[config.mk]
export PLATFORM = sky130hd
export DESIGN_NAME = tlb_access_arbiter_sv32
export DESIGN_NICKNAME = d
export VERILOG_FILES = /design/src/rtl/tlb_access_arbiter_sv32.sv
export SDC_FILE = /design/constraint.sdc
export NUM_CORES = 1
export LEC_CHECK = 0
export CORE_AREA = 2 2 142 144
export DETAILED_ROUTE_END_ITERATION = 6
export DIE_AREA = 0 0 144 146
export HOLD_SLACK_MARGIN = 0.15
export PLACE_DENSITY = 0.59
export SYNTH_ARGS = -nofsm -noshare
export SYNTH_HDL_FRONTEND = slang
export SYNTH_SLANG_ARGS = --single-unit
[constraint.sdc]
create_clock -name clk_i -period 2.8 [get_ports clk_i]
set_input_delay 0.7 -clock clk_i [delete_from_list [all_inputs] [get_ports clk_i]]
set_output_delay 0.7 -clock clk_i [all_outputs]
set_load 0.01 [all_outputs]
[src/rtl/tlb_access_arbiter_sv32.sv]
// rtl/tlb_access_arbiter_sv32.sv - flush > update > round-robin lookup sequencer for the single-ported sv32 TLB
// Optional hit/miss performance counters are enabled with `define TLB_ARB_PERF_CNT_EN.
module tlb_access_arbiter_sv32 #(
    parameter int NUM_CLIENTS  = 2,
    parameter int ASID_WIDTH   = 1,
    parameter int STARVE_LIMIT = 4
) (
    input  logic                              clk_i,
    input  logic                              rst_ni,
    input  logic                              flush_req_i,
    input  logic [ASID_WIDTH-1:0]             flush_asid_i,
    input  logic [31:0]                       flush_vaddr_i,
    output logic                              flush_ack_o,
    input  logic                              upd_valid_i,
    output logic                              upd_ready_o,
    input  logic [19:0]                       upd_vpn_i,
    input  logic [ASID_WIDTH-1:0]             upd_asid_i,
    input  logic                              upd_is_4M_i,
    input  logic [31:0]                       upd_content_i,
    input  logic [NUM_CLIENTS-1:0]            lu_req_i,
    input  logic [NUM_CLIENTS*32-1:0]         lu_vaddr_i,
    input  logic [NUM_CLIENTS*ASID_WIDTH-1:0] lu_asid_i,
    output logic [NUM_CLIENTS-1:0]            lu_gnt_o,
    output logic [NUM_CLIENTS-1:0]            rsp_valid_o,
    output logic                              rsp_hit_o,
    output logic                              rsp_is_4M_o,
    output logic [31:0]                       rsp_content_o,
    output logic                              tlb_flush_o,
    output logic [ASID_WIDTH-1:0]             tlb_flush_asid_o,
    output logic [31:0]                       tlb_flush_vaddr_o,
    output logic [62:0]                       tlb_update_o,
    output logic                              tlb_lu_access_o,
    output logic [ASID_WIDTH-1:0]             tlb_lu_asid_o,
    output logic [31:0]                       tlb_lu_vaddr_o,
    input  logic                              tlb_lu_hit_i,
    input  logic                              tlb_lu_is_4M_i,
    input  logic [31:0]                       tlb_lu_content_i
`ifdef TLB_ARB_PERF_CNT_EN
    ,
    output logic [31:0]                       perf_hit_cnt_o,
    output logic [31:0]                       perf_miss_cnt_o
`endif
);

    localparam int RR_W = (NUM_CLIENTS > 1) ? $clog2(NUM_CLIENTS) : 1;
    localparam int SC_W = $clog2(STARVE_LIMIT + 1);
    localparam logic [SC_W-1:0] STARVE_MAX = SC_W'(STARVE_LIMIT);

    typedef enum logic [1:0] {
        ST_IDLE,
        ST_FLUSH,
        ST_QUIESCE
    } state_e;

    state_e                 state_q, state_d;
    logic [RR_W-1:0]        rr_q, rr_d;
    logic [SC_W-1:0]        starve_q, starve_d;
    logic [NUM_CLIENTS-1:0] rsp_valid_q;
    logic                   rsp_hit_q;
    logic                   rsp_is_4M_q;
    logic [31:0]            rsp_content_q;

    logic [8:0]             upd_asid_ext;
    logic                   lu_pending;
    logic                   starve_hold;
    logic                   found;
    int                     gnt_idx;

    assign lu_pending  = |lu_req_i;
    // Once updates have won STARVE_LIMIT times in a row, a pending lookup gets the next slot.
    assign starve_hold = (starve_q == STARVE_MAX) && lu_pending;

    always_comb begin
        found   = 1'b0;
        gnt_idx = 0;
        for (int k = 0; k < NUM_CLIENTS; k++) begin
            if (!found && lu_req_i[(int'(rr_q) + k) % NUM_CLIENTS]) begin
                found   = 1'b1;
                gnt_idx = (int'(rr_q) + k) % NUM_CLIENTS;
            end
        end
    end

    always_comb begin
        state_d           = state_q;
        rr_d              = rr_q;
        starve_d          = starve_q;
        flush_ack_o       = 1'b0;
        tlb_flush_o       = 1'b0;
        tlb_flush_asid_o  = '0;
        tlb_flush_vaddr_o = '0;
        upd_ready_o       = 1'b0;
        tlb_update_o      = '0;
        lu_gnt_o          = '0;
        tlb_lu_access_o   = 1'b0;
        tlb_lu_asid_o     = '0;
        tlb_lu_vaddr_o    = '0;
        upd_asid_ext      = '0;
        upd_asid_ext[ASID_WIDTH-1:0] = upd_asid_i;

        // Reset forces every combinational output low so a grant in that cycle is never issued.
        if (rst_ni) begin
            unique case (state_q)
                ST_IDLE: begin
                    if (flush_req_i) begin
                        state_d = ST_FLUSH;
                    end else if (upd_valid_i && !starve_hold) begin
                        upd_ready_o  = 1'b1;
                        tlb_update_o = {1'b1, upd_is_4M_i, upd_vpn_i, upd_asid_ext, upd_content_i};
                    end else if (found) begin
                        lu_gnt_o[gnt_idx] = 1'b1;
                        tlb_lu_access_o   = 1'b1;
                        tlb_lu_vaddr_o    = lu_vaddr_i[32*gnt_idx +: 32];
                        tlb_lu_asid_o     = lu_asid_i[ASID_WIDTH*gnt_idx +: ASID_WIDTH];
                        rr_d              = RR_W'((gnt_idx + 1) % NUM_CLIENTS);
                    end
                end
                ST_FLUSH: begin
                    flush_ack_o       = 1'b1;
                    tlb_flush_o       = 1'b1;
                    tlb_flush_asid_o  = flush_asid_i;
                    tlb_flush_vaddr_o = flush_vaddr_i;
                    state_d           = ST_QUIESCE;
                end
                ST_QUIESCE: begin
                    state_d = ST_IDLE;
                end
                default: begin
                    state_d = ST_IDLE;
                end
            endcase

            if (!lu_pending || tlb_lu_access_o) begin
                starve_d = '0;
            end else if (upd_ready_o && (starve_q != STARVE_MAX)) begin
                starve_d = starve_q + SC_W'(1);
            end
        end
    end

    always_ff @(posedge clk_i) begin
        if (!rst_ni) begin
            state_q       <= ST_IDLE;
            rr_q          <= '0;
            starve_q      <= '0;
            rsp_valid_q   <= '0;
            rsp_hit_q     <= 1'b0;
            rsp_is_4M_q   <= 1'b0;
            rsp_content_q <= '0;
        end else begin
            state_q     <= state_d;
            rr_q        <= rr_d;
            starve_q    <= starve_d;
            rsp_valid_q <= lu_gnt_o;
            if (tlb_lu_access_o) begin
                rsp_hit_q     <= tlb_lu_hit_i;
                rsp_is_4M_q   <= tlb_lu_is_4M_i;
                rsp_content_q <= tlb_lu_content_i;
            end
        end
    end

    assign rsp_valid_o   = rsp_valid_q;
    assign rsp_hit_o     = rsp_hit_q;
    assign rsp_is_4M_o   = rsp_is_4M_q;
    assign rsp_content_o = rsp_content_q;

`ifdef TLB_ARB_PERF_CNT_EN
    logic [31:0] perf_hit_q, perf_miss_q;

    always_ff @(posedge clk_i) begin
        if (!rst_ni) begin
            perf_hit_q  <= '0;
            perf_miss_q <= '0;
        end else if (|rsp_valid_q) begin
            if (rsp_hit_q && (perf_hit_q != 32'hFFFF_FFFF)) begin
                perf_hit_q <= perf_hit_q + 32'd1;
            end else if (!rsp_hit_q && (perf_miss_q != 32'hFFFF_FFFF)) begin
                perf_miss_q <= perf_miss_q + 32'd1;
            end
        end
    end

    assign perf_hit_cnt_o  = perf_hit_q;
    assign perf_miss_cnt_o = perf_miss_q;
`endif

endmodule

# Word-level counts from Yosys, hierarchy flattened
# Index checks and enable logic that the tools add are counted.
[word_totals]
ff_bits = 42
latchBits = 0
ramBits = 0
rom_bits = 0
out_inout_bits = 171
wordCells = 86
memories = 0
[op_classes]
add_sub_neg = 3
multipliers = 0
div = 0
order_cmp = 4
eq_ne = 4
n_shift = 2
n_mux = 49
bitwise_logic = 4
n_reduce_logical = 13
[op_table]
columns = ["op", "count"]
rows = [
  ["2-to-1 mux 32 bit", 8],
  ["2-to-1 mux 63 bit", 4],
  ["indexed part select 64 x 32 -> 32 bit", 1],
  ["greater-or-equal comparator 32 x 1 -> 1 bit, second input constant", 1],
  ["less-than comparator 32 x 3 -> 1 bit, second input constant", 1],
  ["indexed part select 2 x 32 -> 1 bit", 1],
  ["2-to-1 mux 1 bit", 29],
  ["2-to-1 mux 2 bit", 6],
  ["logical AND 1 bit", 5],
  ["one-hot mux 2 bit (2 select lines)", 1],
  ["AND reduction 4 bit", 1],
  ["OR reduction 2 bit", 2],
  ["adder 3 x 1 -> 3 bit, second input constant", 1],
  ["== test 3 bit, second input constant", 1],
  ["logical NOT 1 bit", 3],
  ["less-than comparator 2 x 3 -> 1 bit, second input constant", 1],
  ["!= test 3 bit, second input constant", 1],
  ["inverter 1 bit", 3],
  ["adder 1 bit, second input constant", 2],
  ["== test 2 x 1 -> 1 bit, second input constant", 1],
  ["logical NOT 2 bit", 1],
  ["less-than comparator 1 x 2 -> 1 bit, second input constant", 1],
  ["!= test 2 bit, second input constant", 1],
  ["AND 1 bit, first input constant", 1],
  ["other kinds (2)", 2],
]

# Logic depth before layout (Yosys ltp)
[depth]
word_depth = 16
depth_mapped = 8

# Worst setup path after synthesis
# Ideal clock, no wire load.
[synth_path]
path_type = "input-to-output"
from = "input flush_req_i"
to = "output tlb_update_o[53]"
arrival_time_ns = 1.908
required_ns = 2.100
path_slack_ns = 0.192
stages = 4
n_path_buf = 1
path_cell_list = "or4b_4 nor3b_4 buf_2 and2_1"
[synth_between]
elab_chain_cells = 3
[synth_lines]
columns = ["item", "line", "rtl"]
rows = [
  ["start, declared", "10", "input logic flush_req_i,"],
  ["2-to-1 mux 63 bit", "105", "if (flush_req_i) begin"],
  ["2-to-1 mux 63 bit", "103", "unique case (state_q)"],
  ["2-to-1 mux 63 bit", "102", "if (rst_ni) begin"],
  ["end, declared", "31", "output logic [62:0] tlb_update_o,"],
]
# Every way passes these cells.

# Final worst setup path
[layout_path]
from = "input flush_req_i"
to = "output tlb_update_o[46]"
# The elaborated chain is that of the path after synthesis.

==> impl_metrics.json <==
{
  "status": "complete, but fails checks",
  "failed_checks": "negative setup slack",
  "globalplace.congestion": 0.777,
  "grt_overflow_total": 0,
  "fin_ws_ps": -129,
  "fin_util_pct": 40.1,
  "synth.most_common_cell": "and2_1",
  "drv_slew": 0,
  "ys_types": 30,
  "reg2reg_depth": 7,
  "cts.root.buffer_cell": "clkbuf_16",
  "crit_path_end_kind": "output port",
  "dp_cells": 1024,
  "async_flop_share_pct": 0,
  "setup_viol": 56,
  "grt_start_max_net_pins": 73,
  "startpoint_type": "input port",
  "synth-edff-count": 0,
  "r2r_slack_ps": 640,
  "slew_headroom_pct": 47.3,
  "path_clk_slew_ps": 50,
  "syn_area_per_cell_sq_um": 7.15,
  "stdcell_area_sq_mm": 0.00775,
  "leakage_nw": 3.07,
  "yosysTopAreaCell": "dfxtp_1",
  "core-area_sq_mm": 0.0193,
  "portBuffers": 355,
  "start_util_pct": 15.8,
  "fin_worst_skew_ps": 4.59,
  "io_pins": 364,
  "syn_to_final_growth_pct": 155,
  "drt_first_pass_iters": 4,
  "synth-seq-area-share_pct": 27.6,
  "clk_path_buf_depth": 2,
  "slowest_stage": "or4b_4",
  "synthCells": 426,
  "fin_nets": 992,
  "rows": 51,
  "grt_pass1_wl_mm": 24.6,
  "max_freq_mhz": 341,
  "cpPeakStageDelay_ps": 510,
  "dieArea_sq_mm": 0.0210,
  "grt_pass1_vias": 4145,
  "synthTopCellsByCount": "and2_1, nand2_1, dfxtp_1, a21oi_1, nand3_1",
  "vias": 4329,
  "drc": 0,
  "peakVddDrop_v": 0.000259,
  "cap_violations": 0,
  "fin_setup_tns_ps": -3650,
  "synthFlopType": "dfxtp_1",
  "path_class": "in -> out",
  "tightestPinTransition_ps": 786,
  "postCtsHoldBufs": 0,
  "netlist.area_leader.share_pct": 27.6,
  "timing.rr.end": "rsp_content_o[8]",
  "cp.required_ps": 2100,
  "layout-drive-gt1-share_pct": 25.3,
  "worstReg2RegStart": "starve_q[0]",
  "antenna_found_initial": 6,
  "die_h_um": 146,
  "drt-total-wl_mm": 17.0,
  "final_cells": 1068,
  "postRouteAntennaNets": 0,
  "die-width_um": 144,
  "power.density_mw_per_mm2": 258,
  "post-route-period-util_pct": 105,
  "synth_area_sq_mm": 0.00305,
  "grt_usage_pct": 14.9,
  "worstPathCellList": "buf_6, or4b_4, nor3b_4, buf_6, buf_8, buf_16, buf_12, and2_4, buf_6",
  "min_period_ps": 2930,
  "hp-class": "reg -> reg",
  "hpwl_mm": 12.0,
  "detail_route.wl_per_cell_um": 15.9,
  "cp-startpoint": "flush_req_i",
  "cp-endpoint": "tlb_update_o[46]",
  "cp_max_fo": 4,
  "crit_arrival_ps": 2230,
  "cts_made_buffers": 5,
  "grt_setup_unrepaired": "true",
  "yosys-top-cells-area": "dfxtp_1, and2_1, mux2i_1",
  "clock_latency_ps": 280,
  "drt_iter0_drc": 141,
  "place_area_sq_mm": 0.00695,
  "ys_warn_count": 0,
  "hold_violations": 0,
  "cts_num_sinks": 42,
  "crit_top_cell": "buf_6",
  "ys_ff_latch": 42,
  "h-tree-depth": 2,
  "viasPerCell": 4.05,
  "cts_tree": "done"
}
## registers in the layout (all words and copies together) (netlist names)
| name | cells |
|---|---|
| rr_q | 1 |
| rsp_is_4M_o | 1 |
| starve_q | 3 |
| rsp_content_o | 32 |
| state_q | 2 |
| rsp_valid_o | 2 |
| rsp_hit_o | 1 |
## cells by family after synthesis
kind of cell / Yosys count / synth area share, %
AND/OR/NAND/NOR: 246 / 43.4
buffers and inverters: 57 / 8.92
AO/OA/AOI/OAI: 44 / 7.97
flip-flops: 42 / 27.6
multiplexers: 34 / 11.2
adder cells (fa/ha/maj): 2 / 0.822
other: 1 / 0.123
## worst max-delay path: cells and delay by family
family,cells,cell delay (ps)
AND/OR/NAND/NOR,3,880
buffers and inverters,6,640
## placed cells by master (no fill, tap or decap), types with 2 or more instances in the layout
master and count:
or3_1 2, clkdlybuf4s15_2 10, conb_1 8, buf_12 13, clkdlybuf4s50_1 258, ha_1 2
nor2_1 6, dfxtp_1 42, buf_4 21, buf_2 23, buf_16 9, buf_8 3
inv_1 4, clkdlybuf4s15_1 8, nand3_1 35, buf_6 54, and3b_1 2, clkbuf_16 5
diode_2 6, clkbuf_2 8, nor3_1 2, a21oi_1 30, dlygate4sd2_1 2, nand2_1 73
nand4_1 33, and2_1 46, and2_4 41, a21oi_2 6, mux2i_1 34
## report_power, final
group / internal, mW / leakage (nW) / switching, mW
Combinational: 0.517 / 2.66 / 0.293
Clock: 0.326 / 0.0630 / 0.226
Sequential: 0.624 / 0.342 / 0.0138
Total: 1.47 / 3.07 / 0.532
## worst min-delay path by stage
stage | from | end | slack (ps) | cells after the start
after floorplan | starve_q[1] | starve_q[1] | 450 | 2
after global placement | rsp_content_o[2] | rsp_content_o[2] | 440 | 2
after detailed placement | rsp_content_o[30] | rsp_content_o[30] | 450 | 2
after CTS | rsp_content_o[30] | rsp_content_o[30] | 460 | 2
after global routing | rsp_content_o[4] | rsp_content_o[4] | 480 | 2
final | rsp_content_o[30] | rsp_content_o[30] | 450 | 2
## layer usage
layer  vias up  track usage, %  wire, um
li1       2173               -         -
met1      1941            17.9      6900
met2       194            25.2      8340
met3        21            4.05      1380
met4         0            6.03       399
met5         -               0         0
## repair_timing
| item | CTS | global route |
|---|---|---|
| gates resized for setup | 427 | 48 |
| gates cloned | 11 | 0 |
| setup buffers | 18 | 4 |
| hold endpoints to repair | 0 | 0 |
| setup endpoints to repair | 121 | 90 |
| pin swaps | 42 | 8 |
## through the flow
stage / setup slack, ps / hold WS [ps] / power, mW
2_1_floorplan: 192 / 449 / 0.882
3_3_place_gp: -743 / 441 / 1.34
3_5_place_dp: -763 / 447 / 1.34
4_1_cts: -257 / 457 / 2.01
5_1_grt: -160 / 479 / 2.11
6_report: -129 / 454 / 2.00
## final cells by class
cell class | count | area (sq um)
timing repair buffer | 410 | 4300
inverter | 4 | 15.0
sequential | 42 | 841
multi-input combinational | 334 | 2110
fill | 1951 | 11600
clock inverter | 1 | 7.51
clock buffer | 6 | 129
antenna | 6 | 15.0
tap | 265 | 332
Power figures use the tool's default switching activity.
